<file path="config.mk">
export PLATFORM = sky130hd
export DESIGN_NAME = drv_conf_sequencer
export DESIGN_NICKNAME = d
export VERILOG_FILES = /design/src/rtl/drv_conf_sequencer.sv
export SDC_FILE = /design/constraint.sdc
export NUM_CORES = 1
export LEC_CHECK = 0
export BUFFER_PORTS_ARGS = -buffer_cell sky130_fd_sc_hd__buf_2
export CAP_MARGIN = 20
export CORE_UTILIZATION = 55
export DETAILED_ROUTE_END_ITERATION = 8
export HOLD_SLACK_MARGIN = 0.03
export PLACE_DENSITY = 0.78
export SYNTH_ARGS = -nofsm -noshare
export SYNTH_HDL_FRONTEND = slang
export SYNTH_SLANG_ARGS = --single-unit
</file>
<file path="constraint.sdc">
create_clock -name clk -period 4.9 [get_ports clk]
set_clock_uncertainty 0.1 [all_clocks]
set_input_delay 1.47 -clock clk [delete_from_list [all_inputs] [get_ports clk]]
set_output_delay 1.47 -clock clk [all_outputs]
set_load 0.01 [all_outputs]
</file>
<file path="src/rtl/drv_conf_sequencer.sv">
// Configuration-pulse sequencer: issues PUSH_COUNT pulses aligned to a column slot and gates position sync while busy.
// Define DRV_CONF_AUTOBOOT_EN to have one sequence pending straight out of reset.
module drv_conf_sequencer #(
   parameter int unsigned PUSH_COUNT = 10,
   parameter int unsigned GAP_TICKS  = 2
) (
   input  logic       clk,
   input  logic       nrst,
   input  logic       clk_enable,
   input  logic       conf_request,
   input  logic       column_ready,
   input  logic       position_sync_in,
   output logic       position_sync_out,
   output logic       new_configuration_ready,
   output logic       conf_busy,
   output logic [7:0] conf_count
);

   typedef enum logic [1:0] {IDLE, WAIT_SLOT, PUSH, GAP} state_t;

   localparam logic [7:0] PUSH_LAST = 8'(PUSH_COUNT);
   localparam logic [3:0] GAP_LAST  = 4'((GAP_TICKS == 0) ? 0 : GAP_TICKS - 1);
`ifdef DRV_CONF_AUTOBOOT_EN
   localparam logic PEND_RST = 1'b1;
`else
   localparam logic PEND_RST = 1'b0;
`endif

   state_t     state_q, state_d;
   logic [7:0] count_q, count_d;
   logic [3:0] gap_q, gap_d;
   logic       ncr_q, ncr_d;
   logic       pend_q, pend_d;
   logic       col_q, col_d;
   logic       sync_q, sync_d;
   logic       sync_lat_q, sync_lat_d;
   logic [7:0] count_inc;
   logic       busy;

   assign busy      = (state_q != IDLE) | pend_q;
   assign count_inc = (count_q == 8'hFF) ? 8'hFF : count_q + 8'd1;

   always_comb begin
      state_d = state_q;
      count_d = count_q;
      gap_d   = gap_q;
      ncr_d   = ncr_q;
      col_d   = 1'b0;
      pend_d  = pend_q | conf_request;
      case (state_q)
         IDLE: begin
            ncr_d = 1'b0;
            if (pend_q) begin
               state_d = WAIT_SLOT;
               count_d = 8'd0;
               pend_d  = conf_request;
            end
         end
         WAIT_SLOT: begin
            // A column boundary seen between ticks is held until the next enabled tick.
            if (clk_enable) begin
               if (col_q | column_ready) begin
                  state_d = PUSH;
                  ncr_d   = 1'b1;
                  count_d = count_inc;
               end
            end else begin
               col_d = col_q | column_ready;
            end
         end
         PUSH: begin
            if (clk_enable) begin
               if (count_q >= PUSH_LAST) begin
                  state_d = IDLE;
                  ncr_d   = 1'b0;
               end else if (GAP_TICKS == 0) begin
                  ncr_d   = 1'b1;
                  count_d = count_inc;
               end else begin
                  state_d = GAP;
                  ncr_d   = 1'b0;
                  gap_d   = 4'd0;
               end
            end
         end
         GAP: begin
            if (clk_enable) begin
               if (gap_q == GAP_LAST) begin
                  state_d = PUSH;
                  ncr_d   = 1'b1;
                  count_d = count_inc;
                  gap_d   = 4'd0;
               end else begin
                  gap_d = gap_q + 4'd1;
               end
            end
         end
         default: begin
            state_d = IDLE;
            ncr_d   = 1'b0;
         end
      endcase
   end

   // Syncs during busy (including one already in flight when busy rose) merge into one deferred pulse.
   always_comb begin
      sync_lat_d = busy ? (sync_lat_q | position_sync_in | sync_q) : 1'b0;
      sync_d     = ~busy & (position_sync_in | sync_lat_q);
   end

   always_ff @(posedge clk or negedge nrst) begin
      if (!nrst) begin
         state_q    <= IDLE;
         count_q    <= 8'd0;
         gap_q      <= 4'd0;
         ncr_q      <= 1'b0;
         pend_q     <= PEND_RST;
         col_q      <= 1'b0;
         sync_q     <= 1'b0;
         sync_lat_q <= 1'b0;
      end else begin
         state_q    <= state_d;
         count_q    <= count_d;
         gap_q      <= gap_d;
         ncr_q      <= ncr_d;
         pend_q     <= pend_d;
         col_q      <= col_d;
         sync_q     <= sync_d;
         sync_lat_q <= sync_lat_d;
      end
   end

   assign new_configuration_ready = ncr_q;
   assign conf_busy               = busy;
   assign conf_count              = count_q;
   assign position_sync_out       = sync_q & ~busy;

endmodule

</file>
---- After elaboration in Yosys (flattened, before gate mapping) ----
Cells that the tools add are included.
word-level totals
  bits in registers ....................... 19
  word-level logic and storage cells ...... 70
cells by class
  add/subtract/negate cells ............... 2
  magnitude comparators ................... 1
  bitwise operators ....................... 8
  muxes and demuxes ....................... 31
  equal/unequal tests ..................... 12
  reductions and logical operators ........ 8
operator list
  kind                                                                    count
  8-bit two-way mux                                                       6
  8-bit one-hot mux with 3 select lines                                   1
  4-bit two-way mux                                                       4
  2-bit two-way mux                                                       7
  2-bit != test (second input constant)                                   7
  6-bit AND reduction                                                     2
  1-bit two-way mux                                                       10
  8-bit by 1-bit adder with 8-bit output (second input constant)          1
  8-bit == test (second input constant)                                   1
  8-bit by 4-bit >= comparator with 1-bit output (second input constant)  1
  2-bit one-hot mux with 4 select lines                                   1
  4-bit one-hot mux with 2 select lines                                   1
  1-bit bitwise OR                                                        5
  5-bit AND reduction                                                     1
  4-bit by 1-bit adder with 4-bit output (second input constant)          1
  2-bit == test (second input constant)                                   2
  4-bit by 1-bit == test with 1-bit output (second input constant)        1
  1-bit one-hot mux with 4 select lines                                   1
  4-bit AND reduction                                                     1
  2-bit nonzero test                                                      2
  3-bit nonzero test                                                      1
  1-bit bitwise AND                                                       2
  2-bit by 1-bit == test with 1-bit output (second input constant)        1
  2-bit logical NOT                                                       1
  1-bit inverter                                                          1

---- Logic depth before layout (Yosys ltp) ----
  word-level depth ........................ 5
  depth in mapped cells ................... 7
  mapped depth without buffers ............ 6

---- Worst setup path after synthesis ----
Ideal clock, no wire load.
  path type ............................... flip-flop to output port
  from .................................... reg state_q[0]
  to ...................................... out position_sync_out
  buffers on the path ..................... 1
  arrival time ............................ 1.224 ns
  cell stages (with the launch flop) ...... 4
  slack ................................... 2.106 ns
  data required time ...................... 3.330 ns
  cells stage by stage .................... dfrtp_1 -> clkbuf_1 -> nor3_1 -> and2_1
on the way
  cells in the longest elaborated chain, start to end .. 4
ends and longest elaborated chain
  element                 line  RTL
  start, declared         29    state_t state_q, state_d;
  start signal, assigned  122   state_q <= state_d;
  2-bit nonzero test      40    assign busy = (state_q != IDLE) | pend_q;
  1-bit bitwise OR        40
  1-bit inverter          136   assign position_sync_out = sync_q & ~busy;
  1-bit bitwise AND       136
  end, declared           13    output logic position_sync_out,
Every way passes these cells.

---- Final worst setup path ----
Same ends and word-level chain as after synthesis.

==> results.md <==
Drt:
- The final layout contains routed wiring with a total length of about 2300 um.
- Using the TritonRoute via totals, the vias-per-cell ratio works out to between 5 and 6.
- The detailed-routing iteration count for the pre-antenna-repair pass is 6.
- Dividing the detail-routed wire length by the instance count gives approximately 14 um.
- The number of antenna-violating nets in the routed design is 0.
- The routed via count is roughly 1000.
- After detailed routing, the number of remaining DRC violations is 0.
- The number of DRC markers after the initial detailed-route iteration is 35.

Synthesis:
- The largest area contributor in the netlist is sky130_fd_sc_hd__dfrtp_1.
- The most used flip-flop cell after synthesis is sky130_fd_sc_hd__dfrtp_1.
- The number of synthesis warnings is 0.
- The post-synth net total is about 140.
- The synthesis-stage register bit count is 19.
- In the synthesized netlist the async set-or-reset flop fraction comes to between 90% and 100%.
- Synthesis instantiated 36 different standard cells from the library.
- The mean instance size in the synthesized netlist is 9.099 sq um.
- The mapped netlist covers roughly 1100 sq um.
- In the post-synthesis netlist, the cell with the most instances is sky130_fd_sc_hd__dfrtp_1.
- In the synthesized netlist, the number of instances is approximately 130.
- By count the netlist is led by 19 x sky130_fd_sc_hd__dfrtp_1, 15 x sky130_fd_sc_hd__o21ai_0, 12 x sky130_fd_sc_hd__nand2_1.
- Sequential elements use a little over two fifths of the synthesized area.
- The count of flip-flops with a built-in enable after synthesis is 0.
- Summed over its instances, the top area cell type makes up a little over two fifths of the synthesized netlist area.
- By area the synthesized netlist is led by sky130_fd_sc_hd__dfrtp_1 42%, sky130_fd_sc_hd__o21ai_0 6.6%, sky130_fd_sc_hd__ha_1 4.4%, sky130_fd_sc_hd__nand2_1 4.0%, sky130_fd_sc_hd__nor2_1 3.6%.

GRT:
- The global route total overflow is 0.
- The initial antenna violation count is 0.
- The wire length of the first global-routing pass is 3608 um.
- The aggregate global-route resource usage is between 20% and 30%.
- The number of global-route vias before repair is between 700 and 800.
- Entering global routing, the biggest net connects 20 pins.

Min path:
- The startpoint of the tightest hold check path is sync_q$_DFF_PN0_.
- Along the worst hold path, the cell count comes to 2.
- For hold timing, the worst endpoint is sync_lat_q$_DFF_PN0_.
- In this run the worst hold path is classified as reg2reg.

Critical path:
- STA classifies the critical path startpoint as a flip-flop.
- The maximum cell stage delay along the critical path is 0.59 ns.
- The worst path arrival time is approximately 1.7 ns.
- The worst path buffer plus inverter count is 1.
- The maximum fanout along the worst path is 16.
- The setup slack of the most critical reg-to-reg path is roughly 3.0 ns.
- Traced cell by cell, the critical path runs through nor3_1, and2_1, buf_2.
- The endpoint identified for the worst register-to-register timing path is state_q[0]$_DFFE_PN0P_.
- The most critical setup path has its startpoint at state_q[0]$_DFFE_PN0P_.
- The number of cell instances on the worst register-to-register path is 6.
- Data on the critical path is required at its endpoint by 3.33 ns.
- The capturing element type of the critical path is an output pin.
- The dominant delay contributor by cell family on the critical path is simple AND/OR/NAND/NOR gates.
- The worst reg2reg path startpoint is conf_count[0]$_DFFE_PN0P_.
- The setup path with the least slack is of type reg2out.
- The slowest stage of the critical path belongs to the cell sky130_fd_sc_hd__dfrtp_1.

STA:
- The worst path in the final design needs a cycle of between 3 and 4 ns, including I/O delays and setup.
- The number of endpoints with negative hold slack in the final report is 0.
- The pin slew with the least headroom to its limit is 0.5222 ns.
- The final sum of negative setup slack is 0 ns.
- The relative slew slack is between 60% and 70%.
- The count of pins over their slew limit came to 0.
- Setup violations remaining at the end of the flow were counted as 0.
- Based on the critical path, the design can be clocked at up to 310.4 MHz.
- The final critical-path share of the clock period is 65.74%.
- Setup repair after global routing left no endpoint under its margin.

Die:
- The overall die width is 47.48 um.
- The overall die area is around 2300 sq um.
- The area inside the core boundary is 1962 sq um.
- The number of rows in the core area is 16.
- The number of top-level pins is 17.
- Once the floorplan was initialized, standard cells occupied between 50% and 60% of the core.
- The floorplan step set the die height to ~47 um.

Placement:
- The final estimated routing congestion in global placement is roughly 0.80.
- After legalization and detailed placement, the total HPWL measured 1662 um.
- The count of buffers added on input and output ports is 16.

Flow run:
- The max-cap violation count is 0.

Power and ir drop:
- The total power draw is 0.5284 mW.
- For this design the ratio of total power to cell area is about 420 nW/um^2.
- VDD sags by at most roughly 0.25 mV.
- The leakage power is between 0.5 and 0.6 nW.

Clocking:
- The clock passes through at most 2 buffers.
- The number of CTS-inserted buffers is 3.
- The CTS sink count is 19.
- For the worst-skew pair, the clock arrives at the later sink with an insertion delay of roughly 0.31 ns.
- The number of gates resized after CTS is 0.
- The count of hold-fix buffers inserted at cts is 0.
- The clock transition time at the flip-flop clock pins of the worst setup and hold paths is about 0.11 ns.
- In this run the number of H-tree levels came out at 1.
- The cell at the root of the clock tree is sky130_fd_sc_hd__clkbuf_4.
- TritonCTS built the clock tree.
- The post-CTS repair timing setup buffer count is 0.

Final layout:
- The number of nets in the finished design is approximately 150.
- The antenna diode instance count is 0.
- The ratio of cells with drive above 1 in the final layout is 19.86%.
- The layout-stage area growth over the synthesis result is 9.901%.

Run status:
- The flow ran to the end, and the final reports show no timing, DRC or antenna violations.
==> worst max path at each step <==
stage          cells after the start                end
2_1_floorplan                      3  position_sync_out
3_3_place_gp                       3  position_sync_out
3_5_place_dp                       3  position_sync_out
4_1_cts                            3  position_sync_out
5_1_grt                            3  position_sync_out
6_report                           3  position_sync_out
==> logic make-up after synthesis <==
kind of cell               after synthesis  share of synthesized area [%]
adders and majority gates                4                          4.401
buffers and inverters                   12                          5.060
AOI/OAI and AO/OA                       38                          23.76
and+or+nand+nor                         52                          24.97
DFF                                     19                          41.80
==> worst min-delay path: stages, from the launching register on <==
cell and delay, ns:
sky130_fd_sc_hd__dfrtp_1 0.36, sky130_fd_sc_hd__nor3_1 0.05, sky130_fd_sc_hd__nor2_1 0.07
==> power breakdown <==
| part | internal, mW | switching (mW) | leakage (nW) | total (mW) |
|---|---|---|---|---|
| Sequential | 0.187 | 0.0574 | 0.239 | 0.245 |
| Combinational | 0.0874 | 0.115 | 0.292 | 0.203 |
| Clock | 0.0318 | 0.0495 | 0.0150 | 0.0813 |
| Total | 0.306 | 0.222 | 0.545 | 0.528 |
==> routing by layer <==
layer	vias to the layer above	wire length, um	GRT usage (%)
met2	26	1103	35.34
met3	5	70	3.019
met1	477	1065	32.69
met4	0	51	14.29
met5	-	0	0
li1	488	-	-
==> through the flow <==
stage	cell area, sq um	util [%]	instances	setup WS, ns	hold slack, ns
after floorplan	1137	-	125	2.106	0.3567
after global placement	1224	62.37	164	2.061	0.3876
after detailed placement	1224	62.37	164	2.024	0.4039
after CTS	1250	63.71	168	1.663	0.4187
after global routing	1250	63.71	168	1.517	0.4562
final	1250	63.71	168	1.679	0.4099
==> cell type report <==
class                           instances  area [sq um]
Multi-Input combinational cell         94         604.3
Tap cell                               27         33.78
Timing Repair Buffer                   16         80.08
Sequential cell                        19         475.5
Inverter                                8         30.03
Fill cell                             193         711.9
Clock buffer                            4         26.28
==> state kept, by name (all words and copies together), names as in the netlist <==
| signal | count |
|---|---|
| pend_q | 1 |
| sync_lat_q | 1 |
| conf_count | 8 |
| col_q | 1 |
| gap_q | 4 |
| sync_q | 1 |
| state_q | 2 |
| new_configuration_ready | 1 |
==> cells in the final DEF, fill, tap and decap left out, types with 3 or more instances in the layout <==
cell,synthesis,routed
sky130_fd_sc_hd__dfrtp_1,19,19
sky130_fd_sc_hd__buf_2,1,16
sky130_fd_sc_hd__o21ai_0,15,15
sky130_fd_sc_hd__nand2_1,12,12
sky130_fd_sc_hd__nor2_1,11,11
sky130_fd_sc_hd__inv_1,8,8
sky130_fd_sc_hd__a21oi_1,8,8
sky130_fd_sc_hd__nand3_1,6,6
sky130_fd_sc_hd__nor3_1,5,5
sky130_fd_sc_hd__ha_1,4,4
sky130_fd_sc_hd__o21ai_1,3,3
sky130_fd_sc_hd__clkbuf_4,0,3
Power figures use the tool's default switching activity.
